**src/rtl/mem_ctrl_pkg.sv**
```systemverilog
// rtl/mem_ctrl_pkg.sv - channel state type and index sizing helper for mem_request_controller
package mem_ctrl_pkg;

    typedef enum logic [1:0] {
        IDLE          = 2'd0,
        READ_WAITING  = 2'd1,
        WRITE_WAITING = 2'd2,
        RELAYING      = 2'd3
    } channel_state_t;

    function automatic int idx_width(input int n);
        return (n > 1) ? $clog2(n) : 1;
    endfunction

endpackage

```
**src/rtl/rr_picker.sv**
```systemverilog
// rtl/rr_picker.sv - combinational round-robin first-set finder, scanning from ptr+1 modulo N
module rr_picker #(
    parameter int N  = 4,
    parameter int IW = 2
) (
    input  logic [N-1:0]  req,
    input  logic [IW-1:0] ptr,
    input  logic [N-1:0]  excl,
    output logic [IW-1:0] idx,
    output logic          found
);

    int            cand;
    logic [IW-1:0] cand_idx;

    always_comb begin
        idx      = '0;
        found    = 1'b0;
        cand     = 0;
        cand_idx = '0;
        // i runs to N so the pointer's own slot is the last one considered
        for (int i = 1; i <= N; i++) begin
            cand     = (int'(ptr) + i) % N;
            cand_idx = IW'(cand);
            if (!found && req[cand_idx] && !excl[cand_idx]) begin
                found = 1'b1;
                idx   = cand_idx;
            end
        end
    end

endmodule

```
**src/rtl/mem_request_controller.sv**
```systemverilog
// rtl/mem_request_controller.sv - arbitrates consumer read/write requests onto memory channels
// Optional MEM_CTRL_PERF_EN adds saturating perf_requests / perf_stall_cycles counters.
module mem_request_controller
    import mem_ctrl_pkg::*;
#(
    parameter int ADDR_BITS     = 8,
    parameter int DATA_BITS     = 16,
    parameter int NUM_CONSUMERS = 4,
    parameter int NUM_CHANNELS  = 1,
    parameter int WRITE_ENABLE  = 1
) (
    input  logic                                     clk,
    input  logic                                     reset,
    input  logic [NUM_CONSUMERS-1:0]                 consumer_read_valid,
    input  logic [NUM_CONSUMERS-1:0][ADDR_BITS-1:0]  consumer_read_address,
    output logic [NUM_CONSUMERS-1:0]                 consumer_read_ready,
    output logic [NUM_CONSUMERS-1:0][DATA_BITS-1:0]  consumer_read_data,
    input  logic [NUM_CONSUMERS-1:0]                 consumer_write_valid,
    input  logic [NUM_CONSUMERS-1:0][ADDR_BITS-1:0]  consumer_write_address,
    input  logic [NUM_CONSUMERS-1:0][DATA_BITS-1:0]  consumer_write_data,
    output logic [NUM_CONSUMERS-1:0]                 consumer_write_ready,
    output logic [NUM_CHANNELS-1:0]                  mem_read_valid,
    output logic [NUM_CHANNELS-1:0][ADDR_BITS-1:0]   mem_read_address,
    input  logic [NUM_CHANNELS-1:0]                  mem_read_ready,
    input  logic [NUM_CHANNELS-1:0][DATA_BITS-1:0]   mem_read_data,
    output logic [NUM_CHANNELS-1:0]                  mem_write_valid,
    output logic [NUM_CHANNELS-1:0][ADDR_BITS-1:0]   mem_write_address,
    output logic [NUM_CHANNELS-1:0][DATA_BITS-1:0]   mem_write_data,
    input  logic [NUM_CHANNELS-1:0]                  mem_write_ready
`ifdef MEM_CTRL_PERF_EN
    ,
    output logic [31:0]                              perf_requests,
    output logic [31:0]                              perf_stall_cycles
`endif
);

    localparam int IW = idx_width(NUM_CONSUMERS);

    channel_state_t state_q [NUM_CHANNELS];
    channel_state_t state_d [NUM_CHANNELS];
    logic [IW-1:0]  idx_q   [NUM_CHANNELS];
    logic [IW-1:0]  rr_q    [NUM_CHANNELS];
    logic [IW-1:0]  pick_idx [NUM_CHANNELS];
    logic [NUM_CHANNELS-1:0] pick_found;
    logic [NUM_CHANNELS-1:0] op_wr_q;

    logic [NUM_CHANNELS-1:0] grant, grant_rd, rd_done, wr_done, release_ch;

    logic [NUM_CONSUMERS-1:0] claim_q;
    logic [NUM_CONSUMERS-1:0] req_mask;
    logic [NUM_CONSUMERS-1:0] write_ready_q;
    logic [NUM_CHANNELS-1:0]  mem_write_valid_q;
    logic [NUM_CHANNELS-1:0][ADDR_BITS-1:0] mem_write_address_q;
    logic [NUM_CHANNELS-1:0][DATA_BITS-1:0] mem_write_data_q;

    // A read-only instance never sees write requests, so WRITE_WAITING stays unreachable
    assign req_mask = consumer_read_valid
                    | ((WRITE_ENABLE != 0) ? consumer_write_valid : '0);

    // Each channel excludes consumers already claimed or granted by a lower channel this cycle
    for (genvar c = 0; c < NUM_CHANNELS; c++) begin : g_ch
        logic [NUM_CONSUMERS-1:0] excl_in;
        logic [NUM_CONSUMERS-1:0] excl_out;
        logic [IW-1:0]            idx;
        logic                     found;

        if (c == 0) begin : g_first
            assign excl_in = claim_q;
        end else begin : g_next
            assign excl_in = g_ch[c-1].excl_out;
        end

        rr_picker #(
            .N  (NUM_CONSUMERS),
            .IW (IW)
        ) u_pick (
            .req   (req_mask),
            .ptr   (rr_q[c]),
            .excl  (excl_in),
            .idx   (idx),
            .found (found)
        );

        assign excl_out = excl_in
                        | ((state_q[c] == IDLE && found) ? (NUM_CONSUMERS'(1) << idx) : '0);
        assign pick_idx[c]   = idx;
        assign pick_found[c] = found;
    end

    always_comb begin
        for (int c = 0; c < NUM_CHANNELS; c++) begin
            state_d[c]    = state_q[c];
            grant[c]      = 1'b0;
            grant_rd[c]   = 1'b0;
            rd_done[c]    = 1'b0;
            wr_done[c]    = 1'b0;
            release_ch[c] = 1'b0;
            case (state_q[c])
                IDLE: begin
                    if (pick_found[c]) begin
                        grant[c]    = 1'b1;
                        grant_rd[c] = consumer_read_valid[pick_idx[c]];
                        state_d[c]  = grant_rd[c] ? READ_WAITING : WRITE_WAITING;
                    end
                end
                READ_WAITING: begin
                    if (mem_read_ready[c]) begin
                        rd_done[c] = 1'b1;
                        state_d[c] = RELAYING;
                    end
                end
                WRITE_WAITING: begin
                    if (mem_write_ready[c]) begin
                        wr_done[c] = 1'b1;
                        state_d[c] = RELAYING;
                    end
                end
                RELAYING: begin
                    if (op_wr_q[c] ? !consumer_write_valid[idx_q[c]]
                                   : !consumer_read_valid[idx_q[c]]) begin
                        release_ch[c] = 1'b1;
                        state_d[c]    = IDLE;
                    end
                end
                default: state_d[c] = IDLE;
            endcase
        end
    end

    always_ff @(posedge clk) begin
        if (reset) begin
            for (int c = 0; c < NUM_CHANNELS; c++) begin
                state_q[c] <= IDLE;
                idx_q[c]   <= '0;
                rr_q[c]    <= '0;
            end
            op_wr_q             <= '0;
            claim_q             <= '0;
            consumer_read_ready <= '0;
            consumer_read_data  <= '0;
            write_ready_q       <= '0;
            mem_read_valid      <= '0;
            mem_read_address    <= '0;
            mem_write_valid_q   <= '0;
            mem_write_address_q <= '0;
            mem_write_data_q    <= '0;
        end else begin
            for (int c = 0; c < NUM_CHANNELS; c++) begin
                state_q[c] <= state_d[c];
                if (grant[c]) begin
                    idx_q[c]              <= pick_idx[c];
                    rr_q[c]               <= pick_idx[c];
                    claim_q[pick_idx[c]]  <= 1'b1;
                    op_wr_q[c]            <= !grant_rd[c];
                    if (grant_rd[c]) begin
                        mem_read_valid[c]   <= 1'b1;
                        mem_read_address[c] <= consumer_read_address[pick_idx[c]];
                    end else begin
                        mem_write_valid_q[c]   <= 1'b1;
                        mem_write_address_q[c] <= consumer_write_address[pick_idx[c]];
                        mem_write_data_q[c]    <= consumer_write_data[pick_idx[c]];
                    end
                end
                // Valid drops on the edge that sees ready, so the responder never re-serves
                if (rd_done[c]) begin
                    mem_read_valid[c]                <= 1'b0;
                    consumer_read_data[idx_q[c]]     <= mem_read_data[c];
                    consumer_read_ready[idx_q[c]]    <= 1'b1;
                end
                if (wr_done[c]) begin
                    mem_write_valid_q[c]      <= 1'b0;
                    write_ready_q[idx_q[c]]   <= 1'b1;
                end
                if (release_ch[c]) begin
                    claim_q[idx_q[c]] <= 1'b0;
                    if (op_wr_q[c]) begin
                        write_ready_q[idx_q[c]] <= 1'b0;
                    end else begin
                        consumer_read_ready[idx_q[c]] <= 1'b0;
                    end
                end
            end
        end
    end

    assign consumer_write_ready = (WRITE_ENABLE != 0) ? write_ready_q       : '0;
    assign mem_write_valid      = (WRITE_ENABLE != 0) ? mem_write_valid_q   : '0;
    assign mem_write_address    = (WRITE_ENABLE != 0) ? mem_write_address_q : '0;
    assign mem_write_data       = (WRITE_ENABLE != 0) ? mem_write_data_q    : '0;

`ifdef MEM_CTRL_PERF_EN
    logic [31:0] req_inc;
    logic        stall_now;

    // Every completion raises exactly one consumer ready on the same edge
    assign req_inc   = 32'($countones(rd_done | wr_done));
    assign stall_now = |(req_mask & ~claim_q);

    always_ff @(posedge clk) begin
        if (reset) begin
            perf_requests     <= '0;
            perf_stall_cycles <= '0;
        end else begin
            if (perf_requests > (32'hFFFF_FFFF - req_inc)) begin
                perf_requests <= 32'hFFFF_FFFF;
            end else begin
                perf_requests <= perf_requests + req_inc;
            end
            if (stall_now && (perf_stall_cycles != 32'hFFFF_FFFF)) begin
                perf_stall_cycles <= perf_stall_cycles + 32'd1;
            end
        end
    end
`endif

endmodule

```
**config.mk**
```make
export PLATFORM = sky130hd
export DESIGN_NAME = mem_request_controller
export DESIGN_NICKNAME = d
export VERILOG_FILES = /design/src/rtl/mem_ctrl_pkg.sv /design/src/rtl/rr_picker.sv /design/src/rtl/mem_request_controller.sv
export SDC_FILE = /design/constraint.sdc
export NUM_CORES = 1
export LEC_CHECK = 0
export ABC_CLOCK_PERIOD_IN_PS = 3600
export BUFFER_PORTS_ARGS = -buffer_cell sky130_fd_sc_hd__buf_2
export CAP_MARGIN = 0
export CELL_PAD_IN_SITES_DETAIL_PLACEMENT = 0
export CELL_PAD_IN_SITES_GLOBAL_PLACEMENT = 2
export CORE_UTILIZATION = 27
export CTS_CLUSTER_DIAMETER = 100
export CTS_CLUSTER_SIZE = 24
export DETAILED_ROUTE_END_ITERATION = 6
export HOLD_SLACK_MARGIN = 0.12
export PLACE_DENSITY_LB_ADDON = 0.1
export SLEW_MARGIN = 20
export SYNTH_ARGS = -nofsm -noshare
export SYNTH_HDL_FRONTEND = slang
export SYNTH_SLANG_ARGS = --single-unit
export TNS_END_PERCENT = 20
```
**constraint.sdc**
```tcl
create_clock -name clk -period 3.6 [get_ports clk]
set_input_delay 0.72 -clock clk [delete_from_list [all_inputs] [get_ports clk]]
set_output_delay 0.72 -clock clk [all_outputs]
set_load 0.01 [all_outputs]
```
Word level (Yosys, flattened, before mapping)
Memory sizes are Yosys's and may differ from the RTL's.
Index checks and enable logic that the tools add are counted.
W data, S select, Z words.
Word-level totals
  register bits: 111
  input port bits: 156
  memories: 3
  bits in writable memories: 6
Memory list
  idx_q: depth 1, bits a word 2, read ports 1, clocked after Yosys merged registers in 0, write ports 1, RTL line mem_request_controller.sv:41  | logic [IW-1:0] idx_q [NUM_CHANNELS];
  rr_q: depth 1, bits a word 2, read ports 1, clocked after Yosys merged registers in 0, write ports 1, RTL line mem_request_controller.sv:42  | logic [IW-1:0] rr_q [NUM_CHANNELS];
  state_q: depth 1, bits a word 2, read ports 1, clocked after Yosys merged registers in 0, write ports 1, RTL line mem_request_controller.sv:39  | channel_state_t state_q [NUM_CHANNELS];
Cells by class
  $lt $le $gt $ge: 8
  add/sub/neg operators: 4
  bitwise operators: 9
  reduce and logical (&&, ||, !) cells: 27
  muxes and demuxes: 83
  equal/unequal tests: 3
Operators by type and width (count)
  $bwmux W64: 1
  $mux W4: 11
  $mux W1: 37
  $bmux W16 S2: 1
  $bmux W8 S2: 2
  $demux W16 S2: 1
  $mux W16: 2
  $mux W2: 12
  $bmux W1 S2: 11
  $lt A2 B3 Y1 const B: 6
  $mux W8: 2
  $or A4 B4 Y4: 4
  $and A4 B4 Y4: 3
  $logic_not A1 Y1: 10
  $reduce_or A2 Y1: 5
  $logic_and A1 B1 Y1: 9
  $pmux W2 S4: 1
  $add A2 B1 Y2 const B: 2
  $add A2 B2 Y2 const B: 2
  $demux W1 S2: 2
  $eq A2 B2 Y1 const B: 2
  $ge A2 B1 Y1 const B: 2
  $not A4 Y4: 1
  $reduce_and A2 Y1: 2
  3 further kinds: 3

Longest topological paths before layout
Gate-level depths: netlist of run 1.
  depth after elaboration: 27
  depth in mapped cells: 11

Cells and area by module
Synthesis of run 1 repeated with hierarchy kept, for this count alone.
Unflattened totals
  cell total of the unflattened synthesis: 590
  area total of the unflattened synthesis: 5277.6 µm²
By module, submodules not included
  mem_request_controller: cells an instance 573, area each 5151.2 µm², instances 1
  rr_picker: cells an instance 17, area each 126.4 µm², instances 1

Least setup slack after synthesis of run 1
Ideal clock, no wire load.
  path type: input to register
  start point: input port consumer_write_valid[0]
  end point: register mem_write_address_q (netlist bit mem_write_address[5])
  required time: 3483 ps
  path slack: 938 ps
  stages on the path: 7
  data arrival time: 2545 ps
  buffers on the path: 1
  library setup time: 117 ps
  cells stage by stage: o21ba_2 > o21ai_0 > o22ai_1 > nor2_2 > buf_6 > mux4_1 > o2bb2ai_1
Between the ends
  cells in the longest elaborated chain, start to end: 23
Ends and longest elaborated chain
  from (decl): RTL line mem_request_controller.sv:18  | input logic [NUM_CONSUMERS-1:0] consumer_write_valid,
  $or A4 B4 Y4 (*): RTL line mem_request_controller.sv:58  | | ((WRITE_ENABLE != 0) ? consumer_write_valid : '0);
  $bmux W1 S2: RTL line rr_picker.sv:25  | if (!found && req[cand_idx] && !excl[cand_idx]) begin
  $mux W1 (not written as such): RTL line rr_picker.sv:25
  $logic_and A1 B1 Y1: RTL line rr_picker.sv:25
  $mux W1: RTL line rr_picker.sv:25
  $logic_not A1 Y1: RTL line rr_picker.sv:25
  $logic_and A1 B1 Y1 (2 in a row): RTL line rr_picker.sv:25
  $mux W1: RTL line rr_picker.sv:25
  (+5 left out)
  $logic_and A1 B1 Y1 (2 in a row): RTL line rr_picker.sv:25
  $mux W2: RTL line rr_picker.sv:25
  $bmux W1 S2: RTL line mem_request_controller.sv:102  | grant_rd[c] = consumer_read_valid[pick_idx[c]];
  $mux W1 (not written as such): RTL line mem_request_controller.sv:102
  $mux W1: RTL line mem_request_controller.sv:100  | if (pick_found[c]) begin
  $mux W1: RTL line mem_request_controller.sv:98  | case (state_q[c])
  $not A1 Y1 (no line)
  $reduce_and A2 Y1 (no line)
  to (signal, indexed assignment): RTL line mem_request_controller.sv:160  | mem_write_address_q[c] <= consumer_write_address[pick_idx[c]];
  to (decl): RTL line mem_request_controller.sv:53  | logic [NUM_CHANNELS-1:0][ADDR_BITS-1:0] mem_write_address_q;
Mark *: on every way between the ends. The rest lies on a longest branch, timed or not. The select of a mux whose other input is x is not followed.
A chain may end at the register's enable or synchronous reset.

Final worst setup path of run 1
  start point: input port consumer_read_valid[1]
  end point: register mem_read_address[7] (netlist name)
Between the ends
  cells in the longest elaborated chain, start to end: 22
Ends and longest elaborated chain
  from (decl): RTL line mem_request_controller.sv:14  | input logic [NUM_CONSUMERS-1:0] consumer_read_valid,
  $or A4 B4 Y4: RTL line mem_request_controller.sv:58
  $bmux W1 S2: RTL line rr_picker.sv:25
  $mux W1 (not written as such): RTL line rr_picker.sv:25
  $logic_and A1 B1 Y1: RTL line rr_picker.sv:25
  $mux W1: RTL line rr_picker.sv:25
  $logic_not A1 Y1: RTL line rr_picker.sv:25
  $logic_and A1 B1 Y1 (2 in a row): RTL line rr_picker.sv:25
  $mux W1: RTL line rr_picker.sv:25
  (+4 left out)
  $logic_not A1 Y1: RTL line rr_picker.sv:25
  $logic_and A1 B1 Y1 (2 in a row): RTL line rr_picker.sv:25
  $mux W2: RTL line rr_picker.sv:25
  $bmux W1 S2: RTL line mem_request_controller.sv:102
  $mux W1 (not written as such): RTL line mem_request_controller.sv:102
  $mux W1: RTL line mem_request_controller.sv:100
  $mux W1: RTL line mem_request_controller.sv:98
  $reduce_and A2 Y1 (no line)
  to (signal, indexed assignment): RTL line mem_request_controller.sv:157  | mem_read_address[c] <= consumer_read_address[pick_idx[c]];
  to (decl): RTL line mem_request_controller.sv:23  | output logic [NUM_CHANNELS-1:0][ADDR_BITS-1:0] mem_read_address,
Several ways; a longest one is shown, not always the timed one. The select of a mux whose other input is x is not followed.

==> metrics.txt, run 1 <==
via count=5501; Worst path max stage delay=0.47 ns; port bufs=261; Critical Path, Cell by Cell=buf_2, o21ba_1, nand3_1, a2111oi_0, o41a_2, buf_12, mux2i_2, o32ai_1; synthesized cell area=5730 um^2; Mapped Cells=611; commonest non-fill, non-tap cell in the layout=buf_2; syn_nets=775; Initial Utilization=27.9%; Worst Path Class, Setup=input port to flop; max-cap viol count=0; register area share after synthesis=40.5%; first-pass iteration count of the detailed router=5; final net count=1021; critical path endpoint category=flop; total routed wirelength=19500 um; Chip Height=148 um; EDFF count, synth=2; first-pass GRT wire length=29800 um; fmax=0.365 GHz; core area=20500 um^2; portion of netlist area occupied by mux cells=17.1%; status=finished clean; Placer Congestion=0.821; Tcrit/Tclk final=76.1%; post-synthesis async set-or-reset flop share=0%; layout cells sized above 1=40.0%; clk_skew=0.0119 ns; Final setup viols=0; Post-Synth XOR/XNOR Area=0%; met1 usage=21.3%; most frequent cells in the layout=260 x buf_2, 136 x nand2_1, 113 x dfxtp_1, 75 x a21oi_1, 29 x nand2b_1; Pleak=3.38 nW; GRT met2 Usage=30.2%; Worst-Margin Slew=0.788 ns; WP buf/inv=2; CP delay by family, top=compound AO/OA/AOI/OAI gates; min-delay worst type=flop to flop; starting DRC count in detailed routing=227; CTS root buffer=clkbuf_16; Setup crit start kind=input port; Max FO, Critical Path=26; critical path's slowest cell=mux2i_2; worst vdd ir=0.388 mV; CP Data Arrival Time=3.01 ns; Clock Sinks=115; vias in the first global route=5454; Routed Antenna Nets=0; synth unique cells=58; RSZ-0062 raised after global routing=no; pwr/cell area=838 nW/um^2; Total GRT Usage=17.8%; Max-slew headroom=47.3%; clock buffer depth=2; Remaining Overflow, GRT=0; minimum clock period=2.74 ns; fin. max-slew vios=0; Fin. Hold Viols=0; Reg clk slew, reported paths=0.05 ns; row count=52; post-CTS setup buffers=0; Ports=262; Worst EP required=3.87 ns; pin count of the biggest net entering global routing=64; area fraction in compound gates after synthesis=19.6%; CTS Hold Bufs=0; synthesized-area fraction occupied by and/or/nand/nor cells=15.9%; chip width=148 um; TritonCTS clock tree=built; register bit total from synthesis=115; Detail Placement HPWL=14700 um; Vias/cell=4.82; Design Power=0.00658 W; final-layout fill cell count=2151; DRC=0; synthesized area per cell=9.37 um^2; Top Usage Layer GRT=met2; Setup TNS Final=0 ns; wire per inst=17.1 um; main combinational cell family by area after synthesis=compound AO/OA/AOI/OAI gates; met3 Resource Use GR=5.34%; initial antenna violation count=2; Area growth syn-to-layout=37.1%; Synth Area in Adders=1.75%; cts repair resizes=0; DIE AREA=21800 um^2; Post-synth top flop=dfxtp_1; Num CTS Buffers=17; htree depth=4; worst-skew pair later-pin latency=0.41 ns; Synth warnings=0
## worst register-to-register path, stage by stage (launching register included)
cell	delay (ns)
dfxtp_1	0.34
o21ba_1	0.44
nand3_1	0.12
a2111oi_0	0.42
o41a_2	0.42
buf_12	0.23
mux2i_2	0.47
o32ai_1	0.14
## registers in the layout, summed over array words and instances (netlist names)
name	flops
consumer_write_ready	4
rr_q	2
claim_q	4
mem_write_valid	1
state_q	2
mem_write_data	16
consumer_read_ready	4
mem_read_address	8
op_wr_q	1
consumer_read_data	64
mem_read_valid	1
mem_write_address	8
## layer usage
layer  vias up  wire length [um]
met5         -                 0
met4         0               262
met3        20              1420
met2       219              9760
met1      2566              8090
li1       2696                 -
## cells by family (layout without fill, tap and decap cells)
group	count (synthesis)	after routing
simple gates	209	209
compound gates	163	163
flops	115	115
mux	58	58
buf+inv	58	316
fa+ha+maj	8	8
other cells	0	3
## area by class of cell
class / count / area (um^2) / area share [%]
multi-input combinational: 438 / 3120 / 39.7
timing repair buffer: 271 / 1400 / 17.8
antenna: 3 / 7.51 / 0.0956
clock buffer: 21 / 460 / 5.86
clock inverter: 10 / 156 / 1.99
inverter: 14 / 55.1 / 0.701
sequential: 115 / 2320 / 29.6
tap: 270 / 338 / 4.30
## worst paths after layout
path / depth (start not counted) / endpoint / slack [ns] / start
setup / recovery: 8 / mem_read_address[7] / 0.86 / consumer_read_valid[1]
hold / removal: 2 / consumer_read_data[63] / 0.45 / consumer_read_data[63]
setup reg to reg: 7 / mem_read_address[7] / 0.87 / claim_q[1]
hold reg to reg: 2 / consumer_read_data[63] / 0.45 / consumer_read_data[63]
## Yosys cell counts (all sizes together) (2+ instances only)
| library cell | n | area share (%) |
|---|---|---|
| o32ai | 8 | 1.2 |
| mux2i | 24 | 5.0 |
| inv | 14 | 0.96 |
| nand3 | 13 | 1.1 |
| o31a | 3 | 0.46 |
| a31oi | 5 | 0.55 |
| ha | 8 | 1.7 |
| o2bb2ai | 24 | 3.7 |
| o21a | 5 | 0.66 |
| nand2b | 29 | 3.2 |
| mux2 | 8 | 1.6 |
| mux4 | 26 | 11 |
| o21ba | 4 | 0.70 |
| o41ai | 2 | 0.44 |
| edfxtp | 2 | 1.0 |
| and3 | 7 | 0.76 |
| a211oi | 12 | 1.6 |
| nand2 | 136 | 8.9 |
| nor2 | 15 | 1.0 |
| dfxtp | 113 | 39 |
| a32oi | 2 | 0.44 |
| nor3 | 6 | 0.52 |
| clkbuf | 25 | 1.6 |
| o21bai | 4 | 0.85 |
| a21oi | 75 | 6.6 |
| o21ai | 8 | 0.76 |
| buf | 19 | 2.6 |
## stage by stage
| stage | setup WS (ns) | utilization [%] | cells | instance area, um^2 | hold WS, ns |
|---|---|---|---|---|---|
| detailed placement | 0.436 | 35.3 | 1108 | 7230 | 0.444 |
| finish | 0.861 | 38.3 | 1142 | 7850 | 0.450 |
| floorplan | 0.938 | - | 611 | 5730 | 0.448 |
| global placement | 0.480 | 35.3 | 1108 | 7230 | 0.438 |
| CTS | 0.859 | 38.3 | 1139 | 7840 | 0.452 |
| global route | 0.643 | 38.3 | 1141 | 7850 | 0.468 |
## power breakdown
group | leakage (nW) | internal (W) | total (W) | switching, W
Clock | 0.303 | 0.00119 | 0.00178 | 0.000594
Combinational | 2.13 | 0.00152 | 0.00324 | 0.00172
Sequential | 0.940 | 0.00146 | 0.00156 | 0.0000936
Total | 3.38 | 0.00417 | 0.00658 | 0.00241
(Power assumes the default switching activity.)
==> run 2, diff against run 1 <==
--- a/config.mk
+++ b/config.mk
@@ -5,7 +5,7 @@
 export SDC_FILE = /design/constraint.sdc
 export NUM_CORES = 1
 export LEC_CHECK = 0
-export ABC_CLOCK_PERIOD_IN_PS = 3600
+export ABC_CLOCK_PERIOD_IN_PS = 2800
 export BUFFER_PORTS_ARGS = -buffer_cell sky130_fd_sc_hd__buf_2
 export CAP_MARGIN = 0
 export CELL_PAD_IN_SITES_DETAIL_PLACEMENT = 0
==> constraint.sdc (replaced) <==
create_clock -name clk -period 2.8 [get_ports clk]
set_input_delay 0.56 -clock clk [delete_from_list [all_inputs] [get_ports clk]]
set_output_delay 0.56 -clock clk [all_outputs]
set_load 0.01 [all_outputs]
==> run 2 against run 1 <==
  * Hold slack worse by 0.024 ns
  * Via count barely moved
  * Global-route usage rose by 0.083 points
  * Non-clock buffer count is 7 higher
  * Clock skew up 0.0024 ns
  * Final area is 0.75% higher
  * Power is 28% higher
  * Clock-buffer cell count is 3 lower
  * Largest cell class unchanged
==> metrics.txt, run 2 (synthesis results as in run 1) <==
status=finished clean; number of diodes=0 (-3); CTS root buffer=clkbuf_16; critical path endpoint category=flop; Worst-Margin Slew=0.726 ns (-0.0621 ns); largest reg by FF count=consumer_read_data; Routed Antenna Nets=0 (unchanged); Min-Delay Endpoint=consumer_read_data[15]; Int Pwr=0.00525 W (+26%); DIE AREA=21800 um^2 (unchanged); Worst EP required=3.10 ns (-0.77 ns); worst-case reg-to-reg path depth=8 (+1); CP Data Arrival Time=2.77 ns (-0.24 ns); htree depth=4 (unchanged); TritonCTS clock tree=built; Setup TNS Final=0 ns (unchanged); Reg clk slew, reported paths=0.06 ns (about the same); wire per inst=17.0 um (-0.32%); via count=5499 (-0.036%); cts repair resizes=0 (unchanged); Final setup viols=0 (unchanged); Remaining Overflow, GRT=0 (unchanged); worst setup path startpoint=rr_q[0][0]; final-layout fill cell count=2168 (+0.79%); Initial Utilization=27.9% (unchanged); Setup crit start kind=flop; Reg power frac=23.8% (about the same); minimum clock period=2.47 ns; most frequent cells in the layout=260 x buf_2, 136 x nand2_1, 113 x dfxtp_1, 75 x a21oi_1, 29 x nand2b_1; post-CTS setup buffers=0 (unchanged); Fin. Hold Viols=0 (unchanged); part of the power in the clock network=24.8% (-2.3 points); min-delay worst type=input port to flop; vias in the first global route=5439 (-0.28%); layout cells sized above 1=40.8% (+0.77 points); Num CTS Buffers=17 (unchanged); Detail Placement HPWL=14600 um (about the same); clock buffer depth=2 (unchanged); Logic pwr share=51.4% (+2.1 points); Area growth syn-to-layout=38.1%; port bufs=261 (unchanged); Tcrit/Tclk final=88.2%; Clock Sinks=115 (unchanged); Vias/cell=4.79 (-0.47%); Max-slew headroom=51.6% (+4.3 points); Placement Setup Slack=0.0623 ns (-0.374 ns); core area=20500 um^2 (unchanged); worst-skew pair later-pin latency=0.42 ns (about the same); max-cap viol count=0 (unchanged); worst vdd ir=0.438 mV (+13%); starting DRC count in detailed routing=271 (+19%); hold depth=3 (+1); final net count=1028 (+0.69%); Setup WS post-layout=0.330 ns (-0.531 ns); Max FO, Critical Path=25 (-3.8%); Chip Height=148 um (unchanged); pin count of the biggest net entering global routing=75 (+17%); first-pass iteration count of the detailed router=5 (unchanged); clk_skew=0.0144 ns (+0.00241 ns); final hold slack=0.426 ns (-0.0243 ns); initial antenna violation count=0 (-2); hold wc startpoint=mem_read_data[15]; CTS Hold Bufs=0 (unchanged); Pleak=3.40 nW (+0.69%); fin. max-slew vios=0 (unchanged); fmax=0.405 GHz; Worst Path Class, Setup=flop to flop; Total GRT Usage=17.8% (+0.083 points); Critical R2R Launch=rr_q[0][0]; Design Power=0.00841 W (+28%); Placer Congestion=0.906 (+10%); commonest non-fill, non-tap cell in the layout=buf_2; first-pass GRT wire length=29900 um (+0.16%); RSZ-0062 raised after global routing=no; pwr/cell area=1060 nW/um^2 (+27%); DRC=0 (unchanged); r2r endpoint=mem_write_address[6]; Sw Share=37.6% (+0.98 points); Switch Pwr=0.00316 W (+31%); max FFs per register=64 (unchanged); R2R setup slack=0.33 ns (-0.54 ns); total routed wirelength=19600 um (+0.12%); Ports=262 (unchanged); chip width=148 um (unchanged); row count=52 (unchanged)
## run 2: cell types whose count changed in the layout (fill, tap and decap cells not counted), sizes merged, moves of 3 or more
cell,change
buf,+7
bufinv,-3
clkbuf,-3
diode,-3
inv,+3
## run 2: final cells by class
cell class | count | area, um^2 | share of cell area (%)
Clock inverter | 14 | 129 | 1.63
Sequential cell | 115 | 2320 | 29.4
Timing Repair Buffer | 278 | 1510 | 19.1
Clock buffer | 18 | 439 | 5.55
Tap cell | 270 | 338 | 4.27
Inverter | 14 | 55.1 | 0.696
Multi-Input combinational cell | 438 | 3120 | 39.4
## run 2: routing by layer
metal | up-vias | GRT usage [%] | routed length, um
met5 | - | 0 | 0
met4 | 0 | 5.93 | 388
met3 | 28 | 4.01 | 1090
met2 | 209 | 31.0 | 9820
met1 | 2558 | 21.7 | 8260
li1 | 2704 | - | -
## run 2: worst max-delay path, cell delays in order (launching register included)
cell and delay, ns:
edfxtp_1 0.40, inv_2 0.17, ha_1 0.27, inv_1 0.16, a32oi_2 0.17, nor2_4 0.22
buf_12 0.25, mux4_1 0.57, o2bb2ai_1 0.14
## run 2: worst max path at each step
stage	to	slack, ns	cells past startpoint
4_1_cts	mem_write_address[7]	0.34	8
6_report	mem_write_address[6]	0.33	8
3_3_place_gp	mem_write_data[0]	0.08	10
5_1_grt	mem_read_address[2]	0.16	8
3_5_place_dp	mem_write_data[4]	0.06	9
2_1_floorplan	mem_write_address[5]	0.27	9
## run 2: power by group through the flow
stage                     Sequential (W)  Combinational, W  Clock, W
after floorplan                  0.00210           0.00319         0
after global placement           0.00204           0.00432         0
after detailed placement         0.00204           0.00437         0
after CTS                        0.00201           0.00438   0.00213
after global routing             0.00203           0.00470   0.00221
final                            0.00200           0.00432   0.00208
## run 2: metrics by stage
step                util (%)  cell area [um^2]  instances
finish                  38.6              7910       1147
global placement        35.8              7340       1115
detailed placement      35.8              7340       1115
floorplan                  -              5730        611
global route            38.6              7910       1147
CTS                     38.6              7910       1147
